===== src/rtl/pc_unit.sv =====
// Program-counter unit: holds the fetch PC, selects the next PC (increment,
// branch/jump, jalr, trap), flags misaligned targets and captures EPC.
module pc_unit #(
  parameter int unsigned     XLEN         = 32,
  parameter int unsigned     ALIGN        = 2,
  parameter logic [XLEN-1:0] RESET_VECTOR = XLEN'(32'h0000_0000),
  parameter logic [XLEN-1:0] TRAP_VECTOR  = XLEN'(32'h0000_0100)
) (
  input  logic            clk,
  input  logic            rst,
  input  logic            en,
  input  logic            br_take,
  input  logic            jal,
  input  logic            jalr,
  input  logic [XLEN-1:0] imm,
  input  logic [XLEN-1:0] rs1,
  input  logic            trap_req,
  output logic [XLEN-1:0] pc,
  output logic [XLEN-1:0] pc_plus,
  output logic            pc_valid,
  output logic            redirect,
  output logic            misalign,
  output logic [XLEN-1:0] epc
);

  localparam logic [XLEN-1:0] STEP = XLEN'(2 ** ALIGN);

  typedef enum logic {BOOT, RUN} state_e;

  state_e          state_q, state_d;
  logic [XLEN-1:0] pc_q, pc_d;
  logic [XLEN-1:0] epc_q, epc_d;
  logic            redirect_q, redirect_d;
  logic            misalign_q, misalign_d;
  logic            pc_valid_q, pc_valid_d;
  logic [XLEN-1:0] tgt;
  logic            jump;
  logic            tgt_mis;

  assign pc_plus  = pc_q + STEP;
  assign pc       = pc_q;
  assign epc      = epc_q;
  assign redirect = redirect_q;
  assign misalign = misalign_q;
  assign pc_valid = pc_valid_q;

  // Next-PC selection; outside RUN with en=1 the PC simply holds.
  always_comb begin
    state_d    = RUN;
    pc_d       = pc_q;
    epc_d      = epc_q;
    redirect_d = 1'b0;
    misalign_d = 1'b0;
    jump       = jalr | jal | br_take;
    tgt        = jalr ? ((rs1 + imm) & ~XLEN'(1)) : (pc_q + imm);
    tgt_mis    = |tgt[ALIGN-1:0];
    pc_valid_d = (state_d == RUN);
    if (state_q == RUN && en) begin
      if (trap_req) begin
        pc_d       = TRAP_VECTOR;
        epc_d      = pc_q;
        redirect_d = 1'b1;
      end else if (jump) begin
        redirect_d = 1'b1;
        if (tgt_mis) begin
          pc_d       = TRAP_VECTOR;
          epc_d      = pc_q;
          misalign_d = 1'b1;
        end else begin
          pc_d = tgt;
        end
      end else begin
        pc_d = pc_plus;
      end
    end
  end

  always_ff @(posedge clk or posedge rst) begin
    if (rst) begin
      state_q    <= BOOT;
      pc_q       <= RESET_VECTOR;
      epc_q      <= '0;
      redirect_q <= 1'b0;
      misalign_q <= 1'b0;
      pc_valid_q <= 1'b0;
    end else begin
      state_q    <= state_d;
      pc_q       <= pc_d;
      epc_q      <= epc_d;
      redirect_q <= redirect_d;
      misalign_q <= misalign_d;
      pc_valid_q <= pc_valid_d;
    end
  end

endmodule


===== config.mk =====
export PLATFORM = sky130hd
export DESIGN_NAME = pc_unit
export DESIGN_NICKNAME = d
export VERILOG_FILES = /design/src/rtl/pc_unit.sv
export SDC_FILE = /design/constraint.sdc
export NUM_CORES = 1
export LEC_CHECK = 0
export CORE_ASPECT_RATIO = 1.75
export CORE_MARGIN = 1.5
export CORE_UTILIZATION = 25
export DETAILED_ROUTE_END_ITERATION = 16
export HOLD_SLACK_MARGIN = 0.12
export PLACE_DENSITY = 0.59
export SETUP_SLACK_MARGIN = 0.15
export SYNTH_ARGS = -nofsm -noshare
export SYNTH_HDL_FRONTEND = slang
export SYNTH_SLANG_ARGS = --single-unit

===== constraint.sdc =====
create_clock -name clk -period 2.76 [get_ports clk]
set_input_delay 0.276 -clock clk [delete_from_list [all_inputs] [get_ports clk]]
set_output_delay 0.276 -clock clk [all_outputs]
set_load 0.03 [all_outputs]

After elaboration in Yosys (flattened, before gate mapping)
Cells that the tools add are included.
- input port bits: 71
- logic and storage cells: 29
- output and inout port bits: 99
- bits in registers: 67
- reductions and logical operators: 5
- $add $sub $neg: 3
- bitwise operators: 2
- muxes and demuxes: 14
- operators with widths (cell ; count):
    $mux W32 ; 7
    $add A32 B32 Y32 ; 2
    $add A32 B3 Y32 const B ; 1
    $mux W1 ; 7
    $reduce_bool A2 Y1 ; 2
    $reduce_and A3 Y1 ; 1
    $or A1 B1 Y1 ; 2
    $reduce_or A2 Y1 ; 1
    $logic_and A1 B1 Y1 ; 1

Depth between registers and ports, before layout
- word-level depth: 7
- depth in mapped cells: 11

Least setup slack after synthesis
No wires, ideal clock.
- kind: register to register
- start point: reg pc_q[0], in the netlist pc[0]
- end point: reg pc_q[28], in the netlist pc[28]
- cell stages (with the launch flop): 12
- data arrival time: 3.134 ns
- slack: -0.474 ns
- required time: 2.661 ns
- period minus slack after synthesis: 3.234 ns
- buffers on the path: 0
- path through: dfrtp_1 > ha_1 > fa_1 > a21o_1 > a221oi_2 > o211ai_2 > a311oi_4 > nor3_2 > o41ai_2 > o21ai_2 > a21o_1 > a311oi_1
- longest elaborated chain between the ends: 6
- elaborated cells on any way between the ends: 7
- classes of those cells: add/sub (2); mux (4); reduce/logical (1)
- RTL lines (element ; line ; source):
    from (decl) ; 31 ; logic [XLEN-1:0] pc_q, pc_d;
    from (signal assigned) ; 88 ; pc_q <= pc_d;
    $add A32 B32 Y32 ; 55 ; tgt = jalr ? ((rs1 + imm) & ~XLEN'(1)) : (pc_q + imm);
    $mux W32 ; 55 ;
    $reduce_or A2 Y1 ; 56 ; tgt_mis = |tgt[ALIGN-1:0];
    $mux W32 ; 65 ; if (tgt_mis) begin
    $mux W32 * ; 63 ; end else if (jump) begin
    $mux W32 * ; 59 ; if (trap_req) begin
Every way passes the cells marked *; elsewhere a longest branch is shown, timed or not.
A chain may end at the register's enable or synchronous reset.

Worst setup path after layout
- start point: reg pc_q[0], in the netlist pc[0]
- end point: reg pc_q[13], in the netlist pc[13]
The elaborated chain is that of the path after synthesis.

==> results.sh <==
export IMPL_hold_violations=0
export IMPL_drt_iter0_markers=480
export IMPL_cp_cell_sequence="ha_4 > buf_4 > buf_6 > buf_6 > a211o_1 > a21oi_2 > a211oi_2 > buf_4 > o31ai_4 > nand2b_1 > a31o_2 > xnor2_2 > o221a_2 > o31ai_2"
export IMPL_clock_skew_ns=0.0101
export IMPL_cts_root_buf="clkbuf_16"
export IMPL_postCtsHoldBufs=0
export IMPL_antenna_found_initial=0
export IMPL_violations="negative setup slack"
export IMPL_critPathKind="flip-flop to flip-flop"
export IMPL_clkSinkCount=67
export IMPL_wire_per_inst_um=20.7
export IMPL_worst_slack_ns=-0.229
export IMPL_setup_viol=21
export IMPL_synth_top_area_share_pct=25.0
export IMPL_hp_class="primary input to asynchronous set/reset pin"
export IMPL_grt_pass1_vias=8504
export IMPL_vias_per_cell=5.29
export IMPL_period_share_pct=108
export IMPL_worst_pin_slew_ns=0.567
export IMPL_ys_flop_type="dfrtp_1"
export IMPL_synth_area_top_cells="dfrtp_1 25%, ha_1 12%, xnor2_1 6.8%, mux2_2 5.4%, a21oi_1 4.3%"
export IMPL_area_growth_pct=81.4
export IMPL_dr_pass1_iters=5
export IMPL_die_h_um=220
export IMPL_slowest_delay_ns=0.45
export IMPL_yosysMostFrequentCell="nand2_1"
export IMPL_remaining_drc_errors=0
export IMPL_fin_nets=1367
export IMPL_grt_overflow_total=0
export IMPL_clock_tree_buffer_depth=2
export IMPL_outcome="complete, but fails checks"
export IMPL_setup_tns_ns=-2.33
export IMPL_cp_num_buf_inv=4
export IMPL_cp_max_fo=2
export IMPL_syn_area_um2=6720
export IMPL_ys_top_cells_by_count="71 x nand2_1, 67 x dfrtp_1, 62 x ha_1"
export IMPL_clk_pin_slew_ns=0.07
export IMPL_layout_drive_gt1_share_pct=39.0
export IMPL_critPathTopFamily="compound AO/OA/AOI/OAI gates"
export IMPL_reg2regPathDepth=14
export IMPL_grt_total_usage_pct=22.8
export IMPL_wl_mm=32.3
export IMPL_cp_slowest_cell="dfrtp_2"
export IMPL_avgSynthCellArea_um2=8.45
export IMPL_clock_latency_ns=0.34
export IMPL_cts_buffers=9
export IMPL_critPathCaptureType="flip-flop"
export IMPL_leakage_nw=5.65
export IMPL_htree_levels=3
export IMPL_startpoint_type="flip-flop"
export IMPL_n_fill_cell=2615
export IMPL_drv_cap=0
export IMPL_async_flop_share_pct=100
export IMPL_power_density_nw_per_um2=523
export IMPL_ir_drop_v=0.000356
export IMPL_rsz0062_at_grt="yes"
export IMPL_pin_count=170
export IMPL_antennaDiodeCount=0
export IMPL_synth_cell_types=67
export IMPL_slew_violations=0
export IMPL_coreArea_um2=26500
export IMPL_die_w_um=127
export IMPL_grt_max_degree=35
export IMPL_rows=79
export IMPL_timing_fmax_ghz=0.335
export IMPL_io_buffers=169
export IMPL_grt_pass1_wl_mm=47.7
export IMPL_syn_inst=795
export IMPL_tritoncts="done"
export IMPL_cp_depth=14
export IMPL_fin_util_pct=46.0
export IMPL_synth_yosys_seq_area_share_pct=25.0
export IMPL_ys_warnings_count=0
export IMPL_fin_crit_ns=2.99
export IMPL_synth_edf_count=0
export IMPL_gp_congestion=0.980
export IMPL_critPathArrivalTime_ns=3.24
export IMPL_required_ns=3.01
export IMPL_ys_seq_elements=67
export IMPL_num_vias=8255
export IMPL_synth_top_area_cell="dfrtp_1"
export IMPL_slew_headroom_pct=62.1
export IMPL_place_hpwl_mm=26.0
export IMPL_start_util_pct=25.4
export IMPL_dieArea_um2=27900
export IMPL_syn_nets=930
export IMPL_ant_nets=0
## layer usage
metal	vias up	GRT usage, %	part of all wire [%]
met1	3968	21.8	33
li1	3863	-	-
met2	313	44.0	55
met5	-	0	0
met4	0	16.8	7.7
met3	111	2.86	4.2
## worst paths after layout
path	slack, ns	to	start
worst max-delay path	-0.23	pc[13]$_DFFE_PP0P_	pc[0]$_DFFE_PP0P_
worst min-delay path	0.32	redirect$_DFF_PP0_	rst
worst max register to register	-0.23	pc[13]$_DFFE_PP0P_	pc[0]$_DFFE_PP0P_
worst min register to register	0.51	epc[3]$_DFFE_PP0P_	epc[3]$_DFFE_PP0P_
max in group asynchronous	1.81	pc[5]$_DFFE_PP0P_	rst
min in group clk	0.51	epc[3]$_DFFE_PP0P_	epc[3]$_DFFE_PP0P_
## cell families (layout without fill, tap and decap cells)
family,after synthesis,count (layout),share of synthesized area (%)
buf+inv,42,484,2.48
simple gates,247,247,17.8
fa+ha+maj,64,64,12.1
compound gates,260,260,26.4
other cells,1,1,0.0558
flops,67,67,25.0
xor+xnor,81,81,10.6
mux,33,33,5.51
## worst reg2reg max path: cells and delay by family (launching register included)
kind	cells	cell delay, ns
adders and majority gates	1	0.19
xor gates and xnor gates	1	0.15
buffers and inverters	4	0.49
DFF	1	0.45
and+or+nand+nor	1	0.12
AOI/OAI and AO/OA	7	1.49
## cell usage in the layout (no fill, tap or decap), types with 10 or more instances in the layout
cell type / count
a21o_1: 34
a21oi_1: 45
a21oi_2: 12
and3_1: 11
buf_12: 17
buf_4: 260
buf_6: 26
clkdlybuf4s50_1: 123
dfrtp_1: 61
dlygate4sd2_1: 25
ha_1: 48
inv_1: 12
mux2_2: 32
nand2_1: 68
nand3_1: 26
nand4_1: 11
nor2_1: 51
nor3_1: 16
o21a_1: 11
o21ai_0: 32
o21ai_1: 12
o21ai_2: 10
xnor2_1: 39
xor2_1: 23
## timing repair
action	in CTS	in global routing
cloned	0	0
resized for setup	133	62
setup endpoints to repair	52	38
setup buffers	32	18
pin swaps	86	60
## sequential cells by signal, indices dropped and copies added (netlist names)
signal,cells
epc,32
misalign,1
pc,32
pc_valid,1
redirect,1
## per-stage QoR
step	cells	power (W)	hold slack, ns	setup slack [ns]	cell area (um^2)
6_report	1561	0.00638	0.316	-0.229	12200
3_3_place_gp	1495	0.00467	0.490	-0.569	10700
5_1_grt	1561	0.00669	0.354	-0.369	12200
2_1_floorplan	795	0.00299	0.521	-0.138	6820
3_5_place_dp	1495	0.00468	0.495	-0.575	10700
4_1_cts	1543	0.00626	0.330	-0.175	11800
## cell type report
cell class	instances	area, um^2	area share, %
multi-input cells	686	5650	46.4
flip-flops and latches	67	1680	13.8
repair buffers	455	4070	33.4
well taps	324	405	3.33
clock inverters	7	98.8	0.811
clock buffers	9	225	1.85
inverters	13	48.8	0.401
## power by group
group / switching [W] / internal, W
combinational: 0.00201 / 0.00180
clock: 0.000515 / 0.000799
sequential: 0.000120 / 0.00114
total: 0.00264 / 0.00373
(Power assumes the default switching activity.)
